--- src/rtl/piso_serializer.sv ---
// piso_serializer: parallel-in / serial-out stage behind the 8-bit register.
// Captures one WIDTH-bit word per valid/ready handshake, then shifts it out
// one bit per shift_en cycle, framed by frame_start (first bit) and a
// one-cycle done pulse once the last bit has left.
// Optional build macro PISO_PARITY_EN appends one even-parity bit per frame
// (frame length WIDTH+1); left undefined, frames are exactly WIDTH bits.
// All outputs come straight from flops; rst is asynchronous, active low.
module piso_serializer #(
  parameter int WIDTH     = 8,    // 2..32
  parameter bit LSB_FIRST = 1'b1  // 1: din[0] first, 0: din[WIDTH-1] first
) (
  input  logic             clk,
  input  logic             rst,
  input  logic             din_valid,
  input  logic [WIDTH-1:0] din,
  output logic             din_ready,
  input  logic             shift_en,
  output logic             sout,
  output logic             sout_valid,
  output logic             frame_start,
  output logic             busy,
  output logic             done
);

`ifdef PISO_PARITY_EN
  localparam int FRAME_LEN = WIDTH + 1;
`else
  localparam int FRAME_LEN = WIDTH;
`endif
  localparam int CW = $clog2(WIDTH + 1);

  // counter value while the final frame bit is on sout
  localparam logic [CW-1:0] LAST_BIT  = CW'(FRAME_LEN - 1);
`ifdef PISO_PARITY_EN
  // counter value while the final data bit is on sout; parity follows it
  localparam logic [CW-1:0] LAST_DATA = CW'(WIDTH - 1);
`endif

  typedef enum logic [1:0] {
    IDLE  = 2'd0,
    SHIFT = 2'd1,
    DONE  = 2'd2
  } state_t;

  // every flop of the block in one record so reset and next-state stay aligned
  typedef struct packed {
    state_t           st;
    logic [WIDTH-1:0] sreg;
    logic [CW-1:0]    cnt;
`ifdef PISO_PARITY_EN
    logic             par;
`endif
    logic             sout;
    logic             sout_valid;
    logic             frame_start;
    logic             busy;
    logic             done;
    logic             din_ready;
  } regs_t;

  regs_t            r, nx;
  logic [WIDTH-1:0] sh;

  // bit that goes on the wire next, given the current shift register image
  function automatic logic lead_bit(input logic [WIDTH-1:0] w);
    lead_bit = LSB_FIRST ? w[0] : w[WIDTH-1];
  endfunction

  // shift register image after one bit has been consumed
  function automatic logic [WIDTH-1:0] advance(input logic [WIDTH-1:0] w);
    advance = LSB_FIRST ? (w >> 1) : (w << 1);
  endfunction

  // state and datapath register; async clear discards any frame in flight
  always_ff @(posedge clk or negedge rst) begin
    if (!rst) r <= '0;
    else      r <= nx;
  end

  // next-state / next-output decode; everything holds unless changed below
  always_comb begin
    nx = r;
    sh = advance(r.sreg);
    case (r.st)
      IDLE: begin
        nx.din_ready = 1'b1;
        // ready is the registered copy, so the first edge after reset only
        // raises din_ready and cannot capture
        if (din_valid && r.din_ready) begin
          nx.st          = SHIFT;
          nx.sreg        = din;
          nx.cnt         = '0;
`ifdef PISO_PARITY_EN
          nx.par         = ^din;
`endif
          nx.din_ready   = 1'b0;
          nx.busy        = 1'b1;
          nx.sout        = lead_bit(din);
          nx.sout_valid  = 1'b1;
          nx.frame_start = 1'b1;
        end
      end
      SHIFT: begin
        // shift_en low freezes sout, sout_valid, frame_start and cnt
        if (shift_en) begin
          nx.frame_start = 1'b0;
          if (r.cnt == LAST_BIT) begin
            nx.st         = DONE;
            nx.sout       = 1'b0;
            nx.sout_valid = 1'b0;
            nx.done       = 1'b1;
          end else begin
            nx.sreg = sh;
            nx.cnt  = r.cnt + CW'(1);
`ifdef PISO_PARITY_EN
            nx.sout = (r.cnt == LAST_DATA) ? r.par : lead_bit(sh);
`else
            nx.sout = lead_bit(sh);
`endif
          end
        end
      end
      DONE: begin
        // single-cycle done; reopen for the next word
        nx.st        = IDLE;
        nx.done      = 1'b0;
        nx.busy      = 1'b0;
        nx.din_ready = 1'b1;
      end
      default: begin
        nx.st = IDLE;
      end
    endcase
  end

  assign din_ready   = r.din_ready;
  assign sout        = r.sout;
  assign sout_valid  = r.sout_valid;
  assign frame_start = r.frame_start;
  assign busy        = r.busy;
  assign done        = r.done;

endmodule

--- config.mk ---
export PLATFORM = sky130hd
export DESIGN_NAME = piso_serializer
export DESIGN_NICKNAME = d
export VERILOG_FILES = /design/src/rtl/piso_serializer.sv
export SDC_FILE = /design/constraint.sdc
export NUM_CORES = 1
export LEC_CHECK = 0
export CAP_MARGIN = 20
export CORE_MARGIN = 2
export CORE_UTILIZATION = 51
export CTS_BUF_LIST = sky130_fd_sc_hd__clkbuf_16
export CTS_CLUSTER_SIZE = 16
export DETAILED_ROUTE_END_ITERATION = 10
export PLACE_DENSITY = 0.78
export REMOVE_ABC_BUFFERS = 1
export SYNTH_ARGS = -nofsm -noshare
export SYNTH_HDL_FRONTEND = slang
export SYNTH_SLANG_ARGS = --single-unit
export TNS_END_PERCENT = 100
--- constraint.sdc ---
create_clock -name clk -period 3.6 [get_ports clk]
set_input_delay 0.54 -clock clk [delete_from_list [all_inputs] [get_ports clk]]
set_output_delay 0.54 -clock clk [all_outputs]
set_load 0.1 [all_outputs]
# Yosys cells after proc, flatten, opt, wreduce, memory -nomap -nowiden
# Index checks and enable logic that the tools add are counted.
[classes]
addsub = 1
n_eq_ne = 7
n_mux = 14
n_reduce_logical = 11
[op_table]
columns = ["operator", "n"]
rows = [
  ["one-hot mux 15 bit (2 select lines)", 1],
  ["two-way mux 18 bit", 1],
  ["two-way mux 17 bit", 1],
  ["two-way mux 12 bit", 1],
  ["AND reduction 3 bit", 3],
  ["inequality test 2 bit, second input constant", 4],
  ["AND reduction 4 bit", 2],
  ["one-hot mux 1 bit (2 select lines)", 3],
  ["nonzero test 2 bit", 3],
  ["two-way mux 1 bit", 5],
  ["adder 4 x 1 -> 4 bit, second input constant", 1],
  ["== test 4 x 3 -> 1 bit, second input constant", 1],
  ["one-hot mux 2 bit (2 select lines)", 1],
  ["== test 2 x 1 -> 1 bit, second input constant", 1],
  ["== test 2 bit, second input constant", 1],
  ["logical NOT 2 bit", 1],
  ["two-way mux 2 bit", 1],
  ["AND reduction 2 bit", 1],
  ["logical AND 1 bit", 1],
]
[word_totals]
regBits = 20
in_bits = 12
out_inout_bits = 6
wordCells = 42

# Logic depth before layout (Yosys ltp)
[logic_depth]
depth_word = 4
depth_mapped = 5
mapped_depth_nobuf = 4

# Least setup slack after synthesis
# OpenSTA, ideal clock, no wires.
[synth_timing]
path_type = "reg2reg"
from = "register r (netlist bit din_ready)"
to = "register r[11] (netlist name)"
setup_time_ns = 0.125
arrival_ns = 2.038
required_ns = 3.475
slack_ns = 1.438
path_stages_with_launch = 4
path_buffers = 0
period_less_slack_ns = 2.162
cell_sequence = "dfrtp_1 > and4bb_2 > a2bb2oi_4 > mux2_2"
[synth_between]
elab_chain_cells = 3
[synth_lines]
columns = ["element", "line_no", "rtl"]
rows = [
  ["start, declared", "61", "regs_t r, nx;"],
  ["start signal, assigned", "77", "else r <= nx;"],
  ["logical AND 1 bit", "89", "if (din_valid && r.din_ready) begin"],
  ["inequality test 2 bit (no line)", "--", ""],
  ["AND reduction 4 bit (no line)", "--", ""],
]
# Every way passes these cells.
# A chain may end at the register's enable or synchronous reset.

# Final worst setup path
[layout_timing]
from = "register r (netlist bit din_ready)"
to = "output port din_ready"
[layout_rtl]
columns = ["element", "line_no", "rtl"]
rows = [
  ["end, declared", "16", "output logic din_ready,"],
]
# No word-level cell between the ends.

==> run metrics <==
switching power=0.0004822 W; vias in the first global route=683; CP Class=reg -> out; Tcrit/Tclk final=about two thirds; Lkg Pwr=0.5293 nW; io pins=18; DRT Pass-1 Iters=4; Post-CTS Hold Buffers=0; Area Growth Syn to Fin=25.36%; drt drc=0; Net Sw Frac=41.77%; FF+latch count, synth=19; Die Area=2250 um^2; crit start category=flip-flop; GRT overflow=0; Cell Rows=15; Num CTS Buffers=3; WL final=1790 um; Placer Congestion=approximately 0.74; Worst Path Arrival=1810 ps; Clock Latency Late Sink=250 ps; maximum clock frequency=about 420 MHz; Max Slew Vio Count=0; CP Max Fanout=6; all-layer global routing usage=18.87%; Area after DPL=1127 um^2; Clk network pwr share=between 10% and 20%; asr flop ratio synth=100.0%; commonest non-fill, non-tap cell in the layout=dfrtp_1; slowest stage delay, CP=1160 ps; clock buffer depth=2; crit path time final=2355 ps; Warnings, synthesis=0; Seq/Total Area, Yosys=49.41%; largest net degree at the start of global routing=20; Vias=~700; Avg Inst Size Synth=11.73 um^2; Setup violations, final=0; IO buf count=17; peak supply drop=~0.00052 V; ant diodes=0; htree depth=1; Post-Syn Area=962.2 um^2; CTS Sinks=19; core area=between 1500 and 2000 um^2; share of cells above drive strength 1=between 15 and 20%; distinct cell type count after synthesis=30; CTS tree=built; Layout Nets=112; wire per inst=approximately 15 um; Post-CTS Repair Setup Buffers=0; Starting Density=a little under three fifths; Flop pwr share=about a third; chip width=47.44 um; first-pass GRT wire length=2870 um; setup_tns=0 ps; CP max-delay cell=clkdlybuf4s50_1; DIE HEIGHT=47.44 um; combinational share of power=between 40% and 50%; Root Buffer=clkbuf_16; endpoints failing hold=0; Worst EP required=3060 ps; Syn Inst Count=82; run status=finished, final reports clean; Final Skew=about 1.5 ps; relative max-transition margin=35.29%; Reg clk slew, reported paths=50 ps; initial antenna violation count=0; RSZ-0062 raised after global routing=false; Slew @ Worst Pin=967.5 ps; Max-Cap Viols=0; HP Class=reg -> reg; Initial DRC Count=8; fillers=between 100 and 150; Primary FF master, synth=dfrtp_1; design area=between 1000 and 1500 um^2; Cell Int Power=slightly below 0.0007 W; Resized cells post-CTS=0; Setup crit end kind=primary output; Pwr Density=957.1 nW/um^2; number of enable flip-flop cells after synthesis=0; Via density=5.545; Post-DRT Antenna Nets=0; Bufs and invs on worst path=1; most frequent cells in the layout=dfrtp_1, clkdlybuf4s50_1, mux2_2; critical-path cell list=clkdlybuf4s50_1; Worst path top cell family by delay=buffers and inverters; DP HPWL=1261 um
## area by class of cell
type                    count  area [um^2]  share of cell area, %
repair buffers             17        170.2                  14.11
inverters                   8        30.03                  2.490
multi-input cells          50        420.4                  34.85
clock inverters             1        3.754                 0.3112
well taps                  25        31.28                  2.593
clock buffers               3        75.07                  6.224
flip-flops and latches     19        475.5                  39.42
## synthesized netlist by cell type (2+ instances only)
cell type / count / area share [%]
dfrtp_1: 19 / 49
o2bb2ai_1: 3 / 2.7
a21oi_1: 3 / 1.6
nand2b_1: 2 / 1.3
and3b_1: 2 / 1.8
a31oi_1: 3 / 2.0
nand2_1: 3 / 1.2
buf_6: 2 / 2.3
mux2i_1: 3 / 3.1
nor2_1: 2 / 0.78
mux2_2: 11 / 13
inv_1: 8 / 3.1
o21ai_0: 2 / 1.0
nand3_1: 2 / 1.0
buf_2: 2 / 1.0
## sequential cells by signal, indices dropped and copies added, names as in the netlist
| register | flops |
|---|---|
| din_ready | 1 |
| r | 13 |
| done | 1 |
| busy | 1 |
| sout | 1 |
| frame_start | 1 |
| sout_valid | 1 |
## power groups by stage
stage | logic, W | clock network [W] | registers, W
3_3_place_gp | 0.000545 | 0 | 0.000376
2_1_floorplan | 0.000267 | 0 | 0.000538
5_1_grt | 0.000599 | 0.000232 | 0.000392
6_report | 0.000555 | 0.000220 | 0.000379
4_1_cts | 0.000559 | 0.000226 | 0.000379
3_5_place_dp | 0.000554 | 0 | 0.000383
## per-layer routing
| layer | wire length, um | vias to the layer above | part of all wire (%) | GRT usage [%] |
|---|---|---|---|---|
| li1 | - | 326 | - | - |
| met2 | 932 | 16 | 52 | 34.32 |
| met3 | 62 | 6 | 3.5 | 4.151 |
| met4 | 33 | 0 | 1.8 | 10.56 |
| met5 | 0 | - | 0 | 0 |
| met1 | 763 | 334 | 43 | 19.90 |
## final timing paths
path | start | endpoint | slack (ps) | depth (start not counted)
max in group asynchronous | rst | r[14] | 2300 | 1
max reg2reg | r[18] | r[16] | 1650 | 3
min | r[16] | r[16] | 480 | 1
min reg2reg | r[16] | r[16] | 480 | 1
max | din_ready | din_ready | 1250 | 1
min in group asynchronous | rst | r[19] | 780 | 1
## metrics by stage
stage / cells / hold slack, ps / power (W) / setup slack [ps] / util [%]
final: 123 / 483.9 / 0.001154 / 1245 / 69.10
after global routing: 123 / 508.5 / 0.001223 / 1200 / 69.10
after CTS: 123 / 486.6 / 0.001163 / 1238 / 69.10
after detailed placement: 119 / 477.5 / 0.0009366 / 1366 / 64.59
after global placement: 119 / 471.2 / 0.0009209 / 1380 / 64.59
after floorplan: 77 / 244.4 / 0.0008045 / 1438 / -
## cells by family (layout without fill, tap and decap cells)
kind of cell,count (synthesis),count (layout),synth area share (%)
flip-flops,19,19,49.42
AO/OA/AOI/OAI,17,17,14.31
AND/OR/NAND/NOR,17,17,10.92
multiplexers,15,15,17.17
buffers and inverters,13,29,6.892
adder cells (fa/ha/maj),1,1,1.300
## worst reg2reg max path: cells and delay by family, from the launching register on
kind	cells	cell delay, ps
flip-flops	1	520
multiplexers	2	690
AND/OR/NAND/NOR	1	620
No activity file was read; power rests on OpenSTA's default activity.
